**src/rtl/nn_seq_if.sv**
```systemverilog
// Handshake and datapath bundle between the layer sequencer, its RAMs, the nn_dp PEs and the front end.
interface nn_seq_if #(
    parameter int unsigned AW = 8
);
    logic          start;
    logic [AW-1:0] n_in;
    logic          busy;
    logic          done;
    logic [AW-1:0] rd_addr;
    logic [15:0]   x_rdata;
    logic [127:0]  w_rdata;
    logic          clr;
    logic [15:0]   x;
    logic [15:0]   w0, w1, w2, w3, w4, w5, w6, w7;
    logic [15:0]   z0, z1, z2, z3, z4, z5, z6, z7;
    logic [15:0]   y0, y1, y2, y3, y4, y5, y6, y7;

    modport slave (
        input  start, n_in, x_rdata, w_rdata,
        input  z0, z1, z2, z3, z4, z5, z6, z7,
        output busy, done, rd_addr, clr, x,
        output w0, w1, w2, w3, w4, w5, w6, w7,
        output y0, y1, y2, y3, y4, y5, y6, y7
    );

    modport master (
        output start, n_in, x_rdata, w_rdata,
        output z0, z1, z2, z3, z4, z5, z6, z7,
        input  busy, done, rd_addr, clr, x,
        input  w0, w1, w2, w3, w4, w5, w6, w7,
        input  y0, y1, y2, y3, y4, y5, y6, y7
    );
endinterface

```
**src/rtl/nn_seq.sv**
```systemverilog
// Sequencer for one 8-neuron nn_dp layer pass: clear, feed N samples/weights, drain, capture, done.
// Build option NN_SEQ_RELU_EN applies ReLU to the captured results (same timing either way).
module nn_seq #(
    parameter int unsigned AW        = 8,
    parameter int unsigned DRAIN_CYC = 3
) (
    input  logic       clk,
    input  logic       rst_n,
    nn_seq_if.slave    bus
);
    localparam int unsigned DW = $clog2(DRAIN_CYC + 1);
    localparam int unsigned NPE = 8;
    localparam int unsigned DATW = 16;

    typedef enum logic [2:0] {S_IDLE, S_CLR, S_FEED, S_DRAIN, S_CAP} state_t;

    state_t                        state_q, state_d;
    logic [AW-1:0]                 n_q, n_d;
    logic [AW-1:0]                 rd_addr_q, rd_addr_d;
    logic [DW-1:0]                 dcnt_q, dcnt_d;
    logic                          rd_vld_q, rd_vld_d;
    logic                          busy_q, busy_d;
    logic                          done_q, done_d;
    logic                          clr_q, clr_d;
    logic [DATW-1:0]               x_q, x_d;
    logic [NPE-1:0][DATW-1:0]      w_q, w_d;
    logic [NPE-1:0][DATW-1:0]      y_q, y_d;
    logic [NPE-1:0][DATW-1:0]      z_c;

    assign z_c = {bus.z7, bus.z6, bus.z5, bus.z4, bus.z3, bus.z2, bus.z1, bus.z0};

    // Next state plus every registered output; x/w fall to zero whenever no read is in flight.
    always_comb begin
        state_d   = state_q;
        n_d       = n_q;
        rd_addr_d = '0;
        dcnt_d    = '0;
        x_d       = '0;
        w_d       = '0;
        y_d       = y_q;

        case (state_q)
            S_IDLE: begin
                if (bus.start && !busy_q) begin
                    state_d = S_CLR;
                    n_d     = bus.n_in;
                end
            end
            S_CLR: begin
                state_d = (n_q == '0) ? S_DRAIN : S_FEED;
            end
            S_FEED: begin
                rd_addr_d = rd_addr_q + AW'(1);
                if (rd_addr_q == n_q - AW'(1)) begin
                    state_d   = S_DRAIN;
                    rd_addr_d = '0;
                end
            end
            S_DRAIN: begin
                dcnt_d = dcnt_q + DW'(1);
                if (dcnt_q == DW'(DRAIN_CYC - 1)) begin
                    state_d = S_CAP;
                    dcnt_d  = '0;
                end
            end
            S_CAP: begin
                state_d = S_IDLE;
                for (int i = 0; i < NPE; i++) begin
`ifdef NN_SEQ_RELU_EN
                    y_d[i] = z_c[i][DATW-1] ? '0 : z_c[i];
`else
                    y_d[i] = z_c[i];
`endif
                end
            end
            default: state_d = S_IDLE;
        endcase

        rd_vld_d = (state_q == S_FEED);
        if (rd_vld_q) begin
            x_d = bus.x_rdata;
            w_d = bus.w_rdata;
        end
        clr_d  = (state_d == S_CLR);
        busy_d = (state_d != S_IDLE) || (state_q == S_CAP);
        done_d = (state_q == S_CAP);
    end

    always_ff @(posedge clk or negedge rst_n) begin
        if (!rst_n) begin
            state_q   <= S_IDLE;
            n_q       <= '0;
            rd_addr_q <= '0;
            dcnt_q    <= '0;
            rd_vld_q  <= 1'b0;
            busy_q    <= 1'b0;
            done_q    <= 1'b0;
            clr_q     <= 1'b0;
            x_q       <= '0;
            w_q       <= '0;
            y_q       <= '0;
        end else begin
            state_q   <= state_d;
            n_q       <= n_d;
            rd_addr_q <= rd_addr_d;
            dcnt_q    <= dcnt_d;
            rd_vld_q  <= rd_vld_d;
            busy_q    <= busy_d;
            done_q    <= done_d;
            clr_q     <= clr_d;
            x_q       <= x_d;
            w_q       <= w_d;
            y_q       <= y_d;
        end
    end

    assign bus.busy    = busy_q;
    assign bus.done    = done_q;
    assign bus.clr     = clr_q;
    assign bus.rd_addr = rd_addr_q;
    assign bus.x       = x_q;
    assign bus.w0      = w_q[0];
    assign bus.w1      = w_q[1];
    assign bus.w2      = w_q[2];
    assign bus.w3      = w_q[3];
    assign bus.w4      = w_q[4];
    assign bus.w5      = w_q[5];
    assign bus.w6      = w_q[6];
    assign bus.w7      = w_q[7];
    assign bus.y0      = y_q[0];
    assign bus.y1      = y_q[1];
    assign bus.y2      = y_q[2];
    assign bus.y3      = y_q[3];
    assign bus.y4      = y_q[4];
    assign bus.y5      = y_q[5];
    assign bus.y6      = y_q[6];
    assign bus.y7      = y_q[7];
endmodule

```
**src/flat_wrapper.sv**
```systemverilog
// flat-port wrapper written by rule: the top's interface ports become plain ports
module nn_seq_flat 
#(
    parameter int unsigned AW        = 8,
    parameter int unsigned DRAIN_CYC = 3
)
  (clk, rst_n, bus_start, bus_n_in, bus_x_rdata, bus_w_rdata, bus_z0, bus_z1, bus_z2, bus_z3, bus_z4, bus_z5, bus_z6, bus_z7, bus_busy, bus_done, bus_rd_addr, bus_clr, bus_x, bus_w0, bus_w1, bus_w2, bus_w3, bus_w4, bus_w5, bus_w6, bus_w7, bus_y0, bus_y1, bus_y2, bus_y3, bus_y4, bus_y5, bus_y6, bus_y7);
  nn_seq_if #(.AW(AW)) bus_i ();
  input  logic clk;
  input  logic rst_n;
  input wire logic [$bits(bus_i.start)-1:0] bus_start;
  input wire logic [$bits(bus_i.n_in)-1:0] bus_n_in;
  input wire logic [$bits(bus_i.x_rdata)-1:0] bus_x_rdata;
  input wire logic [$bits(bus_i.w_rdata)-1:0] bus_w_rdata;
  input wire logic [$bits(bus_i.z0)-1:0] bus_z0;
  input wire logic [$bits(bus_i.z1)-1:0] bus_z1;
  input wire logic [$bits(bus_i.z2)-1:0] bus_z2;
  input wire logic [$bits(bus_i.z3)-1:0] bus_z3;
  input wire logic [$bits(bus_i.z4)-1:0] bus_z4;
  input wire logic [$bits(bus_i.z5)-1:0] bus_z5;
  input wire logic [$bits(bus_i.z6)-1:0] bus_z6;
  input wire logic [$bits(bus_i.z7)-1:0] bus_z7;
  output wire logic [$bits(bus_i.busy)-1:0] bus_busy;
  output wire logic [$bits(bus_i.done)-1:0] bus_done;
  output wire logic [$bits(bus_i.rd_addr)-1:0] bus_rd_addr;
  output wire logic [$bits(bus_i.clr)-1:0] bus_clr;
  output wire logic [$bits(bus_i.x)-1:0] bus_x;
  output wire logic [$bits(bus_i.w0)-1:0] bus_w0;
  output wire logic [$bits(bus_i.w1)-1:0] bus_w1;
  output wire logic [$bits(bus_i.w2)-1:0] bus_w2;
  output wire logic [$bits(bus_i.w3)-1:0] bus_w3;
  output wire logic [$bits(bus_i.w4)-1:0] bus_w4;
  output wire logic [$bits(bus_i.w5)-1:0] bus_w5;
  output wire logic [$bits(bus_i.w6)-1:0] bus_w6;
  output wire logic [$bits(bus_i.w7)-1:0] bus_w7;
  output wire logic [$bits(bus_i.y0)-1:0] bus_y0;
  output wire logic [$bits(bus_i.y1)-1:0] bus_y1;
  output wire logic [$bits(bus_i.y2)-1:0] bus_y2;
  output wire logic [$bits(bus_i.y3)-1:0] bus_y3;
  output wire logic [$bits(bus_i.y4)-1:0] bus_y4;
  output wire logic [$bits(bus_i.y5)-1:0] bus_y5;
  output wire logic [$bits(bus_i.y6)-1:0] bus_y6;
  output wire logic [$bits(bus_i.y7)-1:0] bus_y7;
  assign bus_i.start = bus_start;
  assign bus_i.n_in = bus_n_in;
  assign bus_i.x_rdata = bus_x_rdata;
  assign bus_i.w_rdata = bus_w_rdata;
  assign bus_i.z0 = bus_z0;
  assign bus_i.z1 = bus_z1;
  assign bus_i.z2 = bus_z2;
  assign bus_i.z3 = bus_z3;
  assign bus_i.z4 = bus_z4;
  assign bus_i.z5 = bus_z5;
  assign bus_i.z6 = bus_z6;
  assign bus_i.z7 = bus_z7;
  assign bus_busy = bus_i.busy;
  assign bus_done = bus_i.done;
  assign bus_rd_addr = bus_i.rd_addr;
  assign bus_clr = bus_i.clr;
  assign bus_x = bus_i.x;
  assign bus_w0 = bus_i.w0;
  assign bus_w1 = bus_i.w1;
  assign bus_w2 = bus_i.w2;
  assign bus_w3 = bus_i.w3;
  assign bus_w4 = bus_i.w4;
  assign bus_w5 = bus_i.w5;
  assign bus_w6 = bus_i.w6;
  assign bus_w7 = bus_i.w7;
  assign bus_y0 = bus_i.y0;
  assign bus_y1 = bus_i.y1;
  assign bus_y2 = bus_i.y2;
  assign bus_y3 = bus_i.y3;
  assign bus_y4 = bus_i.y4;
  assign bus_y5 = bus_i.y5;
  assign bus_y6 = bus_i.y6;
  assign bus_y7 = bus_i.y7;
  nn_seq #(.AW(AW), .DRAIN_CYC(DRAIN_CYC)) u_core (.clk(clk), .rst_n(rst_n), .bus(bus_i));
endmodule
```
**config.mk**
```make
export PLATFORM = sky130hd
export DESIGN_NAME = nn_seq_flat
export DESIGN_NICKNAME = d
export VERILOG_FILES = /design/src/rtl/nn_seq_if.sv /design/src/rtl/nn_seq.sv /design/src/flat_wrapper.sv
export SDC_FILE = /design/constraint.sdc
export NUM_CORES = 1
export LEC_CHECK = 0
export ABC_AREA = 1
export BUFFER_PORTS_ARGS = -buffer_cell sky130_fd_sc_hd__buf_2
export CORE_AREA = 4 4 215 217
export CTS_CLUSTER_SIZE = 20
export DETAILED_ROUTE_END_ITERATION = 6
export DIE_AREA = 0 0 219 221
export SYNTH_ARGS = -nofsm -noshare
export SYNTH_HDL_FRONTEND = slang
export SYNTH_SLANG_ARGS = --single-unit
export TNS_END_PERCENT = 20
```
**constraint.sdc**
```tcl
create_clock -name clk -period 2.43 [get_ports clk]
set_input_delay 0.6075 -clock clk [delete_from_list [all_inputs] [get_ports clk]]
set_output_delay 0.6075 -clock clk [all_outputs]
set_load 0.05 [all_outputs]
```
======== After elaboration in Yosys (flattened, before gate mapping) ========
Index checks and enable logic that the tools add are counted.
storage, ports and cells
  register bits ........................... 297
  input bits .............................. 283
operators by class
  add/subtract/negate cells ............... 3
  eq/ne operators ......................... 7
  muxes and demuxes ....................... 11
  reduce and logical (&&, ||, !) cells .... 7
operator list
  kind                   count
  $mux W128              1
  $mux W16               1
  $mux W8                2
  $pmux W3 S4            1
  $mux W3                3
  $add A8 B1 Y8 const B  1
  $eq A8 B8 Y1           1
  $logic_not A8 Y1       1
  $sub A8 B1 Y8 const B  1
  $eq A3 B1 Y1 const B   2
  $eq A3 B2 Y1 const B   2
  $mux W2                2
  $eq A3 B3 Y1 const B   1
  $logic_not A3 Y1       1
  $reduce_bool A3 Y1     1
  $add A2 B1 Y2 const B  1
  $eq A2 B2 Y1 const B   1
  $reduce_and A2 Y1      1
  $logic_and A1 B1 Y1    1
  $logic_not A1 Y1       1
  $logic_or A1 B1 Y1     1
  $mux W1                1

======== Depth between registers and ports, before layout ========
  word-level depth ........................ 6
  gate-level depth with buffers ........... 12

======== Worst setup path after synthesis ========
No wires, ideal clock.
  path type ............................... register to register
  from .................................... reg u_core.n_q[0]
  to ...................................... reg u_core.rd_addr_q[0] (netlist: u_core.bus.rd_addr[0])
  arrival time ............................ 1.443 ns
  required time ........................... 2.286 ns
  slack ................................... 0.843 ns
  cell stages (with the launch flop) ...... 13
  path buffers ............................ 0
  period minus slack after synthesis ...... 1.587 ns
  path through ............................ dfrtp_1 -> inv_1 -> ha_1 -> nand2_1 -> inv_1 -> nor2_1 -> nand2_1 -> nor2_1 -> nand2_1 -> nor2_1 -> nand3_1 -> nand2_2 -> nor2_1
between the ends
  cells in the longest elaborated chain, start to end .. 4
RTL lines
  what                     RTL line       text
  start, declared          nn_seq.sv:18   logic [AW-1:0] n_q, n_d;
  start signal, assigned   nn_seq.sv:104  n_q <= n_d;
  $sub A8 B1 Y8            nn_seq.sv:54   if (rd_addr_q == n_q - AW'(1)) begin
  $eq A8 B8 Y1             nn_seq.sv:54
  $mux W8                  nn_seq.sv:54
  $mux W8                  nn_seq.sv:42   case (state_q)
  via u_core.rd_addr_d[0]  nn_seq.sv:19   logic [AW-1:0] rd_addr_q, rd_addr_d;
  end signal, assigned     nn_seq.sv:105  rd_addr_q <= rd_addr_d;
  end, declared            nn_seq.sv:19
The timed path passes the listed nets, and every way through them passes these cells.
A chain may end at the register's enable or synchronous reset.

======== Final worst setup path ========
  from .................................... reg u_core.rd_addr_q[3] (netlist: u_core.bus.rd_addr[3])
  to ...................................... out bus_rd_addr[3]
RTL lines
  what           RTL line            text
  end, declared  flat_wrapper.sv:25  output wire logic [$bits(bus_i.rd_addr)-1:0] bus_rd_addr;
No word-level cell between the ends.

==> flow_results.org <==
** Status
- The run finished with clean final reports.

** Yosys
- Post-synthesis net count :: between 1000 and 1500
- The cell area that synthesis handed to floorplanning was approximately 11000 um2.
- Counting flops with an async set or reset pin after synthesis yields a share of between 90% and 100%.
- Library cell with the highest instance count after synthesis :: nand2_1
- Synth Register Bits :: 297
- Summed over all instances, the cell type with the most area after synthesis is dfrtp_1.
- Commonest cells in the netlist :: 575 x nand2_1, 297 x dfrtp_1, 169 x inv_1
- Area share of the largest cell type after synthesis :: roughly two thirds
- Gate Count Post-Synth :: approximately 1200
- The Yosys step of the flow raised 0 warnings.
- Sequential elements use between 60% and 70% of the synthesized area.
- Prevailing post-synth register cell :: dfrtp_1
- Post-synth EDFFs :: 0
- Sorting the synthesized cells by area gives the leading types as dfrtp_1 68%, nand2_1 20%, inv_1 5.8%.
- Each instance of the synthesized netlist takes up on average 9.448 um2.
- Unique masters post-synth :: 20

** Timing
- Final setup violation count :: 0
- Setup repair after global routing left no endpoint under its margin.
- Number of pins exceeding their max-slew limit in the final report :: 0
- Final Hold Vio Count :: 0
- Worst-case headroom to the max-slew limit :: 46.67%
- Total negative setup slack :: 0 ps
- In the finished design, the share of the clock period the worst path needs comes to between 70% and 80%.
- For the pin with the worst max-slew slack, the measured transition is around 800 ps.
- Final setup slack of the worst path :: around 500 ps
- Between clock sinks in the finished design, the worst skew comes to 10.26 ps.
- Final period demand of the worst path :: a little under 2000 ps
- Derived from the worst setup path, the maximum achievable clock frequency is between 500 and 600 MHz.

** Worst setup path
- In this run the number of cells on the critical path is 1.
- Data on the critical path arrives at its endpoint at between 1000 and 1500 ps.
- Timing endpoint of the critical path :: bus_rd_addr[3]
- For the worst setup path, the data required time is between 1500 and 2000 ps.
- Of all nets on the critical path, the largest fanout is 7.
- The worst register-to-register path begins at u_core.state_q[0].
- Slowest cell on the critical path :: dfrtp_1
- Measured in cells, the most critical reg-to-reg path has a length of 6.
- Top delay family on crit path :: flip-flops
- For this run, the slowest stage of the critical path takes 490 ps.
- R2R Path End :: u_core.bus.y2[1]
- Worst path bufs/invs :: 1
- The worst setup path is captured at a primary output.
- The worst setup path is launched from a flip-flop.
- Startpoint of the worst setup timing path :: u_core.bus.rd_addr[3]
- The setup check on the worst reg-to-reg path leaves a slack of ~700 ps.
- The critical path goes through buf_2.
- The worst setup path is of the flip-flop to primary output kind.

** Global routing
- Entering global routing, the biggest net connects 130 pins.
- The initial antenna violation count was 3.
- After global routing the overflow that remains totals 0.
- Global routing used 13.70% of the available tracks across all layers.
- First-pass GRT wire length :: around 53000 um
- Via count of the first global-routing pass :: 9440

** Route
- For this block, the routed nets add up to approximately 35000 um of wire.
- Routed length per placed instance :: 14.71 um
- Via density :: a little under 4
- In the routed design, unresolved DRC markers number 0.
- First-pass iteration count of the detailed router :: 6
- The first routing iteration left 668 violations.
- The detail route stage leaves a number of antenna-violating nets equal to 0.
- Detailed-route via count :: between 9000 and 10000

** Clock network
- In this run the number of H-tree levels came out at 2.
- Clk slew on worst S/H paths :: 60 ps
- No sink is reached through more buffers than the 3 on the longest clock path.
- Clock latency on the worst-skew pair, taken at its later pin, is approximately 530 ps.
- Clock tree synthesis inserted a total of 35 buffers.
- Clock Sink Count :: between 200 and 300
- TritonCTS clock tree :: yes
- Clock Root Buffer :: clkbuf_16
- In this run the post-CTS setup repair buffer count came out at 0.

** Placed design
- Detailed placement finished with a half-perimeter wire length of ~26000 um.
- Input/output buffers :: ~570
- Routability congestion estimate :: around 0.82
- Setup Slack @ Placement :: between 700 and 800 ps
- Summing all placed instances gives a cell area of between 10000 and 15000 um2.
- Including well taps, the total number of placed cells is 2285.

** Final layout
- For this run, the number of standard cells in the final layout without fillers is approximately 2300.
- Fill cells in the final layout number between 4000 and 5000.
- Of the cells placed in the final design, the portion with a size suffix greater than 1 is between 30% and 40%.
- Synth-to-layout area growth :: 42.65%
- With fillers left out, the area of the finished cells amounts to ~16000 um2.
- At the end of the flow, the number of nets in the layout was 2016.

** Floorplanning
- Total core area :: about 44000 um2
- Height of the chip :: 221 um
- In this run the core area contains 77 standard-cell rows.
- Initial Utilization :: 24.84%
- The die covers approximately 48000 um2.
- around 570 I/O pins were placed.
- In this run the horizontal extent of the chip is 219 um.

** Pwr
- In this run the static leakage power is around 9 nW.
- For this design the ratio of total power to cell area is about 1200 nW/um2.
- Worst IR Drop VDD :: 0.6122 mV

** Min path
- In this run the worst hold path is classified as primary input to flip-flop.

** Run
- Count of maximum capacitance violations :: 0
[metrics by stage]
| stage | util [%] | power [mW] | hold slack [ps] |
|---|---|---|---|
| after detailed placement | 32.69 | 12.86 | 422.1 |
| after global routing | 35.43 | 19.12 | 236.0 |
| final | 35.43 | 18.13 | 271.2 |
| after global placement | 32.69 | 12.78 | 419.6 |
| after CTS | 35.43 | 18.42 | 219.3 |
| after floorplan | - | 10.96 | 311.9 |
[placed cells by master (no fill, tap or decap), types with 2 or more instances in the layout]
cell type,synthesis,layout
inv_1,169,169
buf_4,14,5
clkbuf_16,0,37
clkbuf_1,10,7
o21ai_0,6,6
nand2_1,575,575
nor2_1,28,28
xnor2_1,5,5
buf_12,0,8
nand4_1,3,3
clkbuf_8,0,7
ha_1,2,2
clkinvlp_4,0,2
nand3_1,13,13
xor2_1,5,5
dfrtp_1,297,296
bufinv_16,0,4
nor3_1,5,5
buf_2,9,564
[where the power goes]
part	internal, mW	total, mW	switching (mW)
combinational	1.34	6.36	5.01
clock	3.41	5.43	2.02
sequential	5.92	6.34	0.421
total	10.7	18.1	7.45
[sequential cells by signal, indices dropped and copies added (netlist names), 2 cells and up]
register	flops
u_core.bus.y0	16
u_core.bus.y7	16
u_core.bus.w7	16
u_core.bus.rd_addr	8
u_core.bus.w1	16
u_core.n_q	8
u_core.bus.y4	16
u_core.bus.w3	16
u_core.bus.y3	16
u_core.state_q	3
u_core.bus.w5	16
u_core.bus.x	16
u_core.bus.w2	16
u_core.bus.y2	16
u_core.bus.w0	16
u_core.dcnt_q	2
u_core.bus.y6	16
u_core.bus.y5	16
u_core.bus.w6	16
u_core.bus.y1	16
u_core.bus.w4	16
[how the worst min path moves through the flow]
stage / end / slack, ps / depth (start not counted) / start
finish: u_core.bus.x[14] / 270 / 3 / bus_x_rdata[14]
global route: u_core.bus.x[3] / 240 / 3 / bus_x_rdata[3]
CTS: u_core.bus.w1[3] / 220 / 3 / bus_w_rdata[19]
detailed placement: u_core.dcnt_q[0] / 420 / 1 / u_core.dcnt_q[0]
global placement: u_core.dcnt_q[0] / 420 / 1 / u_core.dcnt_q[0]
floorplan: u_core.bus.busy / 310 / 0 / rst_n
[cells by family (layout without fill, tap and decap cells)]
family	after synthesis	in the layout	share of synthesized area (%)
flops	297	297	67.82
other cells	0	1	0
xor+xnor	10	10	0.7991
fa+ha+maj	2	2	0.2283
buf+inv	216	809	8.802
compound gates	6	6	0.2740
simple gates	629	629	22.08
[repair_timing]
action                                 4_1_cts  5_1_grt
gates resized for setup                      0        0
endpoints found under the hold margin       41        0
hold buffers                                 1        0
[cell type report]
type,count,area [um2],share of cell area (%)
timing repair buffer,579,3045,19.48
clock inverter,8,148.9,0.9524
inverter,171,644.4,4.122
clock buffer,51,1049,6.707
sequential,297,7436,47.56
antenna,1,2.502,0.01601
tap,592,740.7,4.738
multi-input combinational,647,2567,16.42
[routing by layer]
layer	global-route usage [%]	vias to the layer above	share of wire, %
met5	0	-	0
met4	4.261	0	2.9
met3	4.540	64	9.0
met2	23.23	369	48
met1	16.48	4235	41
li1	-	4499	-
Power figures use the tool's default switching activity.
